[src/rtl/pipelined_cla_adder.sv]
`default_nettype none
// ===========================================================================
// pipelined_cla_adder - WIDTH-bit CLA add/sub, one BLOCK-bit slice per stage
// Rev 1.0
// ===========================================================================
module pipelined_cla_adder #(
   parameter int WIDTH = 64,
   parameter int BLOCK = 16
) (
   input  logic             clock,
   input  logic             reset,
   input  logic             in_valid,
   output logic             in_ready,
   input  logic [WIDTH-1:0] A,
   input  logic [WIDTH-1:0] B,
   input  logic             Cin,
   input  logic             sub,
   output logic             out_valid,
   input  logic             out_ready,
   output logic [WIDTH-1:0] Sum,
   output logic             Cout,
   output logic [3:0]       status
);

   localparam int STAGES  = WIDTH / BLOCK;
   localparam int NGROUPS = BLOCK / 4;

   function automatic logic [BLOCK:0] cla_slice(input logic [BLOCK-1:0] a,
                                                input logic [BLOCK-1:0] b,
                                                input logic             cin);
      logic [BLOCK-1:0]   g, p, c;
      logic [NGROUPS-1:0] gg, gp;
      logic [NGROUPS:0]   gc;
      logic               t;
      g = a & b;
      p = a ^ b;
      for (int i = 0; i < NGROUPS; i++) begin
         gg[i] = g[4*i+3] | (p[4*i+3] & g[4*i+2]) | (p[4*i+3] & p[4*i+2] & g[4*i+1])
               | (p[4*i+3] & p[4*i+2] & p[4*i+1] & g[4*i]);
         gp[i] = &p[4*i +: 4];
      end
      // Group carries are flat sums of products: no ripple from group to group.
      gc[0] = cin;
      for (int j = 1; j <= NGROUPS; j++) begin
         gc[j] = 1'b0;
         for (int i = 0; i < j; i++) begin
            t = gg[i];
            for (int m = i + 1; m < j; m++) t = t & gp[m];
            gc[j] = gc[j] | t;
         end
         t = cin;
         for (int m = 0; m < j; m++) t = t & gp[m];
         gc[j] = gc[j] | t;
      end
      for (int i = 0; i < NGROUPS; i++) begin
         c[4*i]   = gc[i];
         c[4*i+1] = g[4*i] | (p[4*i] & gc[i]);
         c[4*i+2] = g[4*i+1] | (p[4*i+1] & g[4*i]) | (p[4*i+1] & p[4*i] & gc[i]);
         c[4*i+3] = g[4*i+2] | (p[4*i+2] & g[4*i+1]) | (p[4*i+2] & p[4*i+1] & g[4*i])
                  | (p[4*i+2] & p[4*i+1] & p[4*i] & gc[i]);
      end
      return {gc[NGROUPS], p ^ c};
   endfunction

   logic w_stall;
   logic w_adv;

   assign w_stall  = out_valid & ~out_ready;
   assign w_adv    = ~w_stall;
   assign in_ready = ~reset & ~w_stall;

   for (genvar k = 0; k < STAGES; k++) begin : g_stage
      localparam int REM = WIDTH - k * BLOCK;
      localparam int LO  = (k + 1) * BLOCK;

      logic [REM-1:0] w_a;
      logic [REM-1:0] w_b;
      logic           w_c;
      logic           w_v;
      logic [BLOCK:0] w_res;
      logic [LO-1:0]  s_d;
      logic [LO-1:0]  s_q;
      logic           c_q;
      logic           v_q;

      if (k == 0) begin : g_first
         assign w_a = A;
         assign w_b = sub ? ~B : B;
         assign w_c = sub | Cin;
         assign w_v = in_valid & in_ready;
         assign s_d = w_res[BLOCK-1:0];
      end else begin : g_next
         assign w_a = g_stage[k-1].g_fwd.a_q;
         assign w_b = g_stage[k-1].g_fwd.b_q;
         assign w_c = g_stage[k-1].c_q;
         assign w_v = g_stage[k-1].v_q;
         assign s_d = {w_res[BLOCK-1:0], g_stage[k-1].s_q};
      end

      assign w_res = cla_slice(w_a[BLOCK-1:0], w_b[BLOCK-1:0], w_c);

      // Data only loads for valid ops, so the outputs hold across bubbles.
      always_ff @(posedge clock or posedge reset) begin
         if (reset) begin
            v_q <= 1'b0;
            c_q <= 1'b0;
            s_q <= '0;
         end else if (w_adv) begin
            v_q <= w_v;
            if (w_v) begin
               c_q <= w_res[BLOCK];
               s_q <= s_d;
            end
         end
      end

      if (k < STAGES - 1) begin : g_fwd
         logic [REM-BLOCK-1:0] a_q;
         logic [REM-BLOCK-1:0] b_q;

         always_ff @(posedge clock or posedge reset) begin
            if (reset) begin
               a_q <= '0;
               b_q <= '0;
            end else if (w_adv && w_v) begin
               a_q <= w_a[REM-1:BLOCK];
               b_q <= w_b[REM-1:BLOCK];
            end
         end
      end else begin : g_flags
         logic [3:0] status_d;
         logic [3:0] status_q;

         assign status_d = {s_d[WIDTH-1],
                            (s_d == '0),
                            w_res[BLOCK],
                            (w_a[REM-1] == w_b[REM-1]) && (s_d[WIDTH-1] != w_a[REM-1])};

         always_ff @(posedge clock or posedge reset) begin
            if (reset) begin
               status_q <= 4'b0000;
            end else if (w_adv && w_v) begin
               status_q <= status_d;
            end
         end
      end
   end

   assign out_valid = g_stage[STAGES-1].v_q;
   assign Sum       = g_stage[STAGES-1].s_q;
   assign Cout      = g_stage[STAGES-1].c_q;
   assign status    = g_stage[STAGES-1].g_flags.status_q;

endmodule
`default_nettype wire

[config.mk]
export PLATFORM = sky130hd
export DESIGN_NAME = pipelined_cla_adder
export DESIGN_NICKNAME = d
export VERILOG_FILES = /design/src/rtl/pipelined_cla_adder.sv
export SDC_FILE = /design/constraint.sdc
export NUM_CORES = 1
export LEC_CHECK = 0
export CAP_MARGIN = 20
export CORE_ASPECT_RATIO = 2
export CORE_MARGIN = 4
export CORE_UTILIZATION = 32
export CTS_CLUSTER_SIZE = 30
export DETAILED_ROUTE_END_ITERATION = 8
export GPL_TIMING_DRIVEN = 1
export HOLD_SLACK_MARGIN = 0.02
export PLACE_DENSITY = 0.53
export SLEW_MARGIN = 10
export SYNTH_ARGS = -nofsm -noshare
export SYNTH_HDL_FRONTEND = slang
export SYNTH_SLANG_ARGS = --single-unit
[constraint.sdc]
create_clock -name clock -period 16.42 [get_ports clock]
set_input_delay 3.284 -clock clock [delete_from_list [all_inputs] [get_ports clock]]
set_output_delay 3.284 -clock clock [all_outputs]
set_load 0.02 [all_outputs]
; Yosys cells after proc, flatten, opt, wreduce, memory -nomap -nowiden
; Cells that the tools add are included.
[totals]
ff_bits = 364
latch_bits = 0
ramBits = 0
rom_bits = 0
inputBits = 134
out_inout_bits = 71
wordCells = 516
mem_count = 0
[classes]
addsub = 0
n_mul = 0
div_mod_pow = 0
order_cmp = 0
eq_ne = 2
shifts = 0
n_mux = 1
bitwise = 468
reduce_logical = 26
[op_table]
columns = cell, count
row1 = $and A1 B1 Y1, 267
row2 = $or A1 B1 Y1, 185
row3 = $xor A16 B16 Y16, 8
row4 = $and A16 B16 Y16, 4
row5 = $logic_not A64 Y1, 1
row6 = $mux W64, 1
row7 = $not A64 Y64, 1
row8 = $reduce_and A4 Y1, 16
row9 = $reduce_and A2 Y1, 4
row10 = $logic_and A1 B1 Y1, 5
row11 = $not A1 Y1, 3
row12 = $eq A1 B1 Y1, 1
row13 = $ne A1 B1 Y1, 1

; Logic depth before layout (Yosys ltp)
; Gate-level depths: netlist (run 1).
[logic_depth]
depth_word = 15
depth_mapped = 14
depth_no_buf = 14

; Worst setup path before layout (run 1)
; Ideal clock, no wire load.
[synth_path]
path_type = input-to-reg
start = input reset
end = register g_stage[0].g_fwd.b_q[10]
setup_time_ps = 77
arrival_time_ps = 12422
required_ps = 16343
setup_slack_ps = 3921
cell_stages = 6
n_path_buf = 2
cell_sequence = inv_1 and3_1 clkbuf_1 clkbuf_1 nor2_1 a21oi_1
[synth_via]
elab_chain_len = 4
[synth_lines]
columns = element, line_no
row1 = from (decl), 11  ; input logic reset,
row2 = $not A1 Y1, 70  ; assign in_ready = ~reset & ~w_stall;
row3 = $and A1 B1 Y1, 70
row4 = $and A1 B1 Y1, 90  ; assign w_v = in_valid & in_ready;
row5 = $logic_and A1 B1 Y1, 125  ; end else if (w_adv && w_v) begin
row6 = to (signal assigned), 127  ; b_q <= w_b[REM-1:BLOCK];
row7 = to (decl), 119  ; logic [REM-BLOCK-1:0] b_q;
; Every way passes these cells.
; A chain may end at the register's enable or synchronous reset.

; Worst setup path in the final report (run 1)
[layout_path]
start = input out_ready
end = output in_ready
[layout_via]
elab_chain_len = 4
[layout_lines]
columns = element, line_no
row1 = from (decl), 19  ; input logic out_ready,
row2 = $not A1 Y1, 68  ; assign w_stall = out_valid & ~out_ready;
row3 = $and A1 B1 Y1, 68
row4 = $not A1 Y1 (no source line), --
row5 = $and A1 B1 Y1, 70
row6 = to (decl), 13  ; output logic in_ready,
; Every way passes these cells.

==> flow_summary.yaml, run 1 <==
run_status:
  status: "complete, no violations"
clock_network:
  post-cts-setup-buffers: 0
  cts_buffer_depth: 3
  clock_latency_ps: 530
  ctsResizeCount: 0
  cts_hold_buf: 0
  cts_buffers: 36
  cts.sink_count: 362
  cts_root_buf: "clkbuf_16"
  ctsHtreeMaxLevel: 2
  tritoncts: "yes"
  clk_pin_slew_ps: 60
synthesis:
  synth_warnings: 0
  synth-xor-area-share: 0.05807
  ys_types: 51
  synth_compound_area_frac: 0.07002
  synth-seq-cells: 362
  ys_top_cells_by_area: "dfrtp_1, mux2_2, nand2_1"
  yosysMostFrequentCell: "dfrtp_1"
  synth_top_family_by_area: "multiplexers"
  synthMuxAreaShare: 0.1356
  synth_area_per_cell_sq_um: 11.68
  ys.flop_type: "dfrtp_1"
  synth_edf_count: 0
  ys_seq_area_frac: 0.5510
  syn_nets: 1622
  synth_commonest_cells: "dfrtp_1, nand2_1, mux2_2, a21oi_1, nor2_1"
  synthArstFlopShare: 1.000
  synthDominantCellAreaShare: 0.5510
  yosys.area.top_type: "dfrtp_1"
  synth_fa_ha_area_frac: 0.06819
  synth_cells: 1408
  syn-cell-area_sq_um: 16440
  synth-simple-area-share: 0.09635
timing:
  timing.slew.headroom: 0.3429
  fmax_mhz: 122.5
  grt_setup_unrepaired: "no"
  finalWorstSetupSlack_ps: 8256
  timing.final.crit_share: 0.4972
  skew_ps: 16.23
  hold_ws_ps: 470.9
  final_hold_viol_count: 0
  drv_slew: 0
  fin_tns_setup_ps: 0
  setup_viol: 0
  worst_pin_slew_ps: 985.7
  fin_crit_ps: 8164
power:
  combinationalPowerShare: 0.401
  p_leak_nw: 9.016
  switching_share: 0.3540
  power_frac_seq: 0.377
  vdd.ir_drop.worst_uv: 105.2
  pwr-share-clk: 0.223
  internal-power_mw: 2.613
  p_sw_mw: 1.431
  p_per_area_nw_per_um2: 197.5
global_routing:
  grt_pass1_wl_um: 63600
  grt_use_total: 0.1454
  grt_max_degree: 159
  gr-total-overflow: 0
  first_global_vias: 11520
  antenna_found_initial: 3
drt:
  dr.pass1.iters: 4
  postRouteAntennaNets: 0
  drc_errors: 0
  vias: 10670
  avgViaCountPerCell: 4.688
  wirelength_um: 39910
  wl_per_cell_um: 17.54
  drt_iter0_drc: 438
final_layout:
  fillers: 4972
  synthToLayoutAreaGrowth_pct: 24.57
  drive_above_1_share: 0.1703
  layout.nets: 1809
setup_path:
  cp_common_cell: "clkdlybuf4s50_1"
  r2r_cells: 14
  r2r-end: "status[2]"
  critical-path-max-stage-delay_ps: 660
  critPathMaxFanout: 4
  r2r_start: "g_stage[2].g_fwd.a_q[0]"
  rrSetupSlack_ps: 11660
  crit_slowest_cell: "clkdlybuf4s50_1"
  required_ps: 13140
  crit_chain: "clkdlybuf4s50_1, and2b_1, nor2_1, clkdlybuf4s50_1"
  crit_start: "out_ready"
  cp-end-kind: "primary output"
  arrival_ps: 4880
  crit_end: "in_ready"
  path_class: "in -> out"
  cp-start-kind: "input pin"
hold_path:
  hp-class: "reg -> reg"
placed_design:
  dp_slack_ps: 8275
  routabilityCongestion: 0.7719
  dpl.hpwl_um: 28370
  io_buffers: 204
run:
  max-cap-violations: 0
floorplanning:
  start_util: 0.3227
  core_area_sq_um: 50940
  dieArea_sq_um: 55290
  die_w_um: 168.3
  die_h_um: 328.6
  ios: 205
  rows: 117
area by class of cell:
cell class	count	area, sq um	share of cell area
Tap cell	654	818.3	0.03995
Sequential cell	362	9059	0.4423
Clock buffer	50	1025	0.05003
Multi-Input combinational cell	958	7076	0.3455
Inverter	24	97.59	0.004765
Clock inverter	14	266.5	0.01301
Antenna cell	1	2.502	0.0001222
Timing Repair Buffer	213	2137	0.1043
layer usage:
layer | GRT usage | vias to the layer above | part of all wire
met1 | 0.1736 | 5217 | 0.40
met4 | 0.04432 | 4 | 0.027
met5 | 0 | - | 0.00085
met3 | 0.02465 | 53 | 0.045
li1 | - | 5185 | -
met2 | 0.2655 | 212 | 0.53
how the worst min path moves through the flow:
| stage | from | end | slack, ps | cells after the start |
|---|---|---|---|---|
| 2_1_floorplan | g_stage[0].g_fwd.a_q[16] | g_stage[0].g_fwd.a_q[16] | 440 | 2 |
| 3_3_place_gp | g_stage[0].g_fwd.a_q[45] | g_stage[0].g_fwd.a_q[45] | 460 | 2 |
| 3_5_place_dp | g_stage[0].g_fwd.a_q[38] | g_stage[0].g_fwd.a_q[38] | 460 | 2 |
| 4_1_cts | g_stage[0].g_fwd.a_q[38] | g_stage[0].g_fwd.a_q[38] | 480 | 2 |
| 5_1_grt | g_stage[0].g_fwd.a_q[24] | g_stage[0].g_fwd.a_q[24] | 490 | 2 |
| 6_report | g_stage[0].g_fwd.a_q[24] | g_stage[0].g_fwd.a_q[24] | 470 | 2 |
worst max-delay path, delay by kind of cell:
family / cells / cell delay [ps]
AND/OR/NAND/NOR: 2 / 460
buffers and inverters: 2 / 1130
flip-flops by register name (all words and copies together) (netlist names):
signal / flops
g_stage.g_fwd.b_q: 96
status: 3
g_stage.s_q: 96
g_stage.c_q: 3
out_valid: 1
g_stage.v_q: 3
Sum: 64
g_stage.g_fwd.a_q: 96
cells in the final DEF, fill, tap and decap left out, types with 3 or more instances in the layout:
master           count
nand4_1              4
nor3_1               7
or4_1                3
a211oi_1             5
mux2_2             198
and3_1               3
a21oi_1             80
xnor2_1             68
dfrtp_1            362
ha_1                64
fa_1                16
nand2_4              4
nor4_1              13
nor2_1              72
nor3b_1              5
o31ai_1              6
clkdlybuf4s50_1    203
buf_4                7
nand3_1             10
o21a_1               5
o21bai_1             5
clkbuf_16           37
bufinv_16            7
clkbuf_8             5
o21ai_1             17
xor2_1              41
nand2_1            231
o21ai_0             44
inv_1               23
clkinv_2             3
or3_1                4
clkbuf_1             8
nor2b_1              4
nand2b_1             5
a2111oi_0            3
a21o_1              12
power by group through the flow:
| stage | combinational [mW] | sequential (mW) | clock [mW] |
|---|---|---|---|
| floorplan | 1.04 | 1.54 | 0 |
| global placement | 1.62 | 1.54 | 0 |
| detailed placement | 1.66 | 1.55 | 0 |
| CTS | 1.67 | 1.54 | 0.937 |
| global route | 1.81 | 1.58 | 0.967 |
| finish | 1.62 | 1.52 | 0.901 |
cells by family (layout without fill, tap and decap cells):
kind of cell,after synthesis,count (layout)
other,0,1
AOI/OAI and AO/OA,196,196
muxes,198,198
adders and majority gates,80,80
DFF,362,362
buffers and inverters,88,301
and+or+nand+nor,375,375
xor gates and xnor gates,109,109
per-stage QoR:
step / util / cell area, sq um / instances / power, mW
2_1_floorplan: - / 16440 / 1408 / 2.585
3_3_place_gp: 0.3760 / 19150 / 2209 / 3.162
3_5_place_dp: 0.3761 / 19160 / 2210 / 3.213
4_1_cts: 0.4014 / 20450 / 2274 / 4.143
5_1_grt: 0.4020 / 20480 / 2275 / 4.357
6_report: 0.4020 / 20480 / 2276 / 4.044
(Power assumes the default switching activity.)
==> run 2, diff against run 1 <==
clock period = 8.45 ns   (was 16.42 ns; I/O delays follow)
==> flow_summary.yaml, run 2 (same netlist as run 1, synthesis figures left out) <==
setup_path:
  critPathMaxFanout: 4
  required_ps: 6760
  cp-end-kind: "primary output"
  cp-start-kind: "input pin"
  arrival_ps: 3250
  path_class: "in -> out"
drt:
  wl_per_cell_um: 17.91
  wirelength_um: 40720
  drt_iter0_drc: 440
  drc_errors: 0
  avgViaCountPerCell: 4.723
  dr.pass1.iters: 4
  vias: 10740
  postRouteAntennaNets: 0
final_layout:
  synthToLayoutAreaGrowth_pct: 23.84
  fillers: 4955
  reg_top3: "g_stage.g_fwd.a_q (96), g_stage.g_fwd.b_q (96), g_stage.s_q (96)"
  most-common-layout-cells: "dfrtp_1, nand2_1, clkdlybuf4s50_1"
  layout.nets: 1811
  layout_commonest_cell: "dfrtp_1"
  seqCellArea_sq_um: 9059
  multi_input_area_sq_um: 7076
  n_antenna_cell: 0
  drive_above_1_share: 0.1698
global_routing:
  grt_use_total: 0.1484
  gr-total-overflow: 0
  first_global_vias: 11630
  antenna_found_initial: 0
  grt_pass1_wl_um: 64960
  grt_max_degree: 86
timing:
  drv_slew: 0
  worst_pin_slew_ps: 1012
  timing.final.crit_share: 0.5851
  grt_setup_unrepaired: "no"
  timing.slew.headroom: 0.3188
  fin_tns_setup_ps: 0
  setup_viol: 0
  hold_ws_ps: 474.8
  fmax_mhz: 202.3
  final_hold_viol_count: 0
  skew_ps: 13.63
  fin_crit_ps: 4944
  finalWorstSetupSlack_ps: 3506
floorplanning:
  core_area_sq_um: 50940
  die_h_um: 328.6
  dieArea_sq_um: 55290
  ios: 205
  die_w_um: 168.3
  start_util: 0.3227
  rows: 117
placed_design:
  io_buffers: 204
  dpl.hpwl_um: 29280
  dp_slack_ps: 3347
  routabilityCongestion: 0.7768
clock_network:
  tritoncts: "yes"
  ctsResizeCount: 0
  cts_buffer_depth: 3
  cts_root_buf: "clkbuf_16"
  ctsHtreeMaxLevel: 2
  clock_latency_ps: 520
  cts_hold_buf: 0
  post-cts-setup-buffers: 0
  cts.sink_count: 362
  cts_buffers: 35
  clk_pin_slew_ps: 60
power:
  power_mw: 7.700
  p_per_area_nw_per_um2: 378.2
  p_leak_nw: 8.967
  vdd.ir_drop.worst_uv: 270.3
run_status:
  status: "complete, no violations"
run:
  max-cap-violations: 0
hold_path:
  hp-class: "reg -> reg"
==> run 2: through the flow <==
stage	cell area [sq um]	utilization	std cells
floorplan	16440	-	1408
global route	20360	0.3996	2274
detailed placement	19170	0.3763	2213
CTS	20330	0.3991	2273
finish	20360	0.3996	2274
global placement	19170	0.3763	2213
==> run 2: layer usage <==
layer,track usage,vias to the layer above,part of all wire
met5,0,-,0
met1,0.1764,5290,0.40
met3,0.02561,55,0.044
met4,0.04591,0,0.026
met2,0.2714,201,0.52
li1,-,5194,-
==> run 2: area by class of cell <==
| class | instances | share of cell area |
|---|---|---|
| Clock buffer | 54 | 0.05304 |
| Clock inverter | 6 | 0.004118 |
| Inverter | 24 | 0.004609 |
| Multi-Input combinational cell | 958 | 0.3475 |
| Sequential cell | 362 | 0.4449 |
| Tap cell | 654 | 0.04019 |
| Timing Repair Buffer | 216 | 0.1056 |
==> run 2: path summary, 6_finish.rpt <==
kind / end / slack (ps) / from / depth (start not counted)
worst max register to register: status[2] / 3790 / g_stage[2].g_fwd.a_q[0] / 14
min in group asynchronous: Sum[52] / 1860 / reset / 3
worst min-delay path: Sum[41] / 470 / Sum[41] / 2
worst max-delay path: in_ready / 3510 / out_ready / 4
worst min register to register: Sum[41] / 470 / Sum[41] / 2
max in group asynchronous: g_stage[0].g_fwd.b_q[15] / 4230 / reset / 5
==> run 2: report_power, final <==
part	internal [mW]	switching, mW
Sequential	2.47	0.503
Combinational	1.54	1.59
Clock	0.941	0.655
Total	4.95	2.75
==> run 2: worst max-delay path: stages <==
cell             delay (ps)
clkdlybuf4s50_1         470
and2b_1                 220
nor2_1                  220
clkdlybuf4s50_1         650
==> run 3, diff against run 2 <==
clock period = 4.64 ns   (was 8.45 ns; I/O delays follow)
==> flow_summary.yaml, run 3 (same netlist as run 1, synthesis figures left out) <==
clock_network:
  clock_latency_ps: 530
  cts_buffers: 35
  ctsResizeCount: 0
  tritoncts: "yes"
  ctsHtreeMaxLevel: 2
  cts.sink_count: 362
  cts_root_buf: "clkbuf_16"
  post-cts-setup-buffers: 0
  cts_buffer_depth: 3
  clk_pin_slew_ps: 70
  cts_hold_buf: 0
final_layout:
  layout.nets: 1812
  drive_above_1_share: 0.1717
  fillers: 4987
  n_antenna_cell: 0
  layout_commonest_cell: "dfrtp_1"
  synthToLayoutAreaGrowth_pct: 24.27
  final_cell_count_no_fill: 2279
  final_area_sq_um: 20430
  reg_top3: "g_stage.g_fwd.a_q (96), g_stage.g_fwd.b_q (96), g_stage.s_q (96)"
  most-common-layout-cells: "dfrtp_1, nand2_1, clkdlybuf4s50_1"
timing:
  fmax_mhz: 237.3
  skew_ps: 19.33
  fin_crit_ps: 4215
  final_hold_viol_count: 0
  fin_tns_setup_ps: 0
  drv_slew: 0
  setup_viol: 0
  worst_pin_slew_ps: 991.9
  grt_setup_unrepaired: "no"
  timing.final.crit_share: 0.9083
  timing.slew.headroom: 0.3388
power:
  p_per_area_nw_per_um2: 692.3
  vdd.ir_drop.worst_uv: 389.1
  p_leak_nw: 8.997
global_routing:
  antenna_found_initial: 0
  first_global_vias: 11640
  grt_max_degree: 131
  grt_use_total: 0.1498
  gr-total-overflow: 0
  grt_pass1_wl_um: 65300
setup_path:
  crit_buf_inv: 0
  critPathMaxFanout: 4
  cp-end-kind: "flip-flop"
  path_delay_family: "compound AO/OA/AOI/OAI gates"
  crit_chain: "ha_1, a21oi_1, o2111ai_1, a311oi_1, o21bai_1, a21oi_1, o21bai_1, fa_1, xnor2_1, nand2_1, or3_1, or4_1, nor4b_2, a32o_1"
  crit_slowest_cell: "or4_1"
  required_ps: 5100
  cp-start-kind: "flip-flop"
  arrival_ps: 4670
  critical-path-max-stage-delay_ps: 520
  path_class: "reg -> reg"
placed_design:
  place_inst: 2215
  dpl_cell_area_sq_um: 19250
  routabilityCongestion: 0.7979
  dpl.hpwl_um: 29710
  io_buffers: 204
floorplanning:
  die_w_um: 168.3
  start_util: 0.3227
  rows: 117
  core_area_sq_um: 50940
  die_h_um: 328.6
  ios: 205
  dieArea_sq_um: 55290
hold_path:
  hp-class: "reg -> reg"
drt:
  vias: 10790
  drc_errors: 0
  wirelength_um: 41110
  dr.pass1.iters: 4
  postRouteAntennaNets: 0
  avgViaCountPerCell: 4.734
  wl_per_cell_um: 18.04
  drt_iter0_drc: 535
run_status:
  status: "complete, no violations"
run:
  max-cap-violations: 0
## run 3: cell count changes in the layout (fill, tap and decap cells not counted), sizes merged
cell    delta
buf        +1
bufinv     +1
clkbuf     -1
clkinv     +1
inv        +3
## run 3: through the flow
step | util | hold WS, ps | total power [mW] | setup WS [ps]
after global placement | 0.3778 | 460.7 | 11.28 | 449.2
after floorplan | - | 441.7 | 9.148 | -2905
after CTS | 0.4010 | 480.2 | 14.47 | 379.0
after global routing | 0.4010 | 489.8 | 15.23 | 80.61
final | 0.4010 | 473.1 | 14.14 | 425.5
after detailed placement | 0.3778 | 463.0 | 11.42 | 399.1
## run 3: cell type report
cell class              instances  area (sq um)  area share
well taps                     654         818.3     0.04005
clock inverters                11         151.4    0.007410
multi-input cells             958          7076      0.3463
repair buffers                217          2200      0.1077
flip-flops and latches        362          9059      0.4434
clock buffers                  53          1033     0.05058
inverters                      24         93.84    0.004593
## run 3: tightest hold or removal path, delay by kind of cell (launching register included)
family        cells  cell delay [ps]
flops             1              340
simple gates      2              100
## run 3: power by group
part | total [mW] | switching, mW | internal (mW) | leakage, nW
Sequential | 5.46 | 0.956 | 4.50 | 4.34
Clock | 2.96 | 1.24 | 1.72 | 0.585
Combinational | 5.73 | 2.92 | 2.81 | 4.08
Total | 14.1 | 5.11 | 9.03 | 9.00
## run 3: final timing paths
| check | from | end | slack, ps | depth (start not counted) |
|---|---|---|---|---|
| max in group asynchronous | reset | g_stage[2].s_q[20] | 2370 | 4 |
| hold / removal | g_stage[0].g_fwd.a_q[43] | g_stage[0].g_fwd.a_q[43] | 470 | 2 |
| setup / recovery | g_stage[2].g_fwd.a_q[0] | status[2] | 430 | 14 |
| setup reg to reg | g_stage[2].g_fwd.a_q[0] | status[2] | 430 | 14 |
| min in group asynchronous | reset | out_valid | 1020 | 3 |
| hold reg to reg | g_stage[0].g_fwd.a_q[43] | g_stage[0].g_fwd.a_q[43] | 470 | 2 |
## run 3: metal layers
metal	track usage	part of all wire	routed length, um	vias up
met3	0.02369	0.041	1689	56
met4	0.05192	0.035	1429	0
li1	-	-	-	5192
met2	0.2748	0.53	21690	213
met5	0	0	0	-
met1	0.1763	0.40	16300	5327
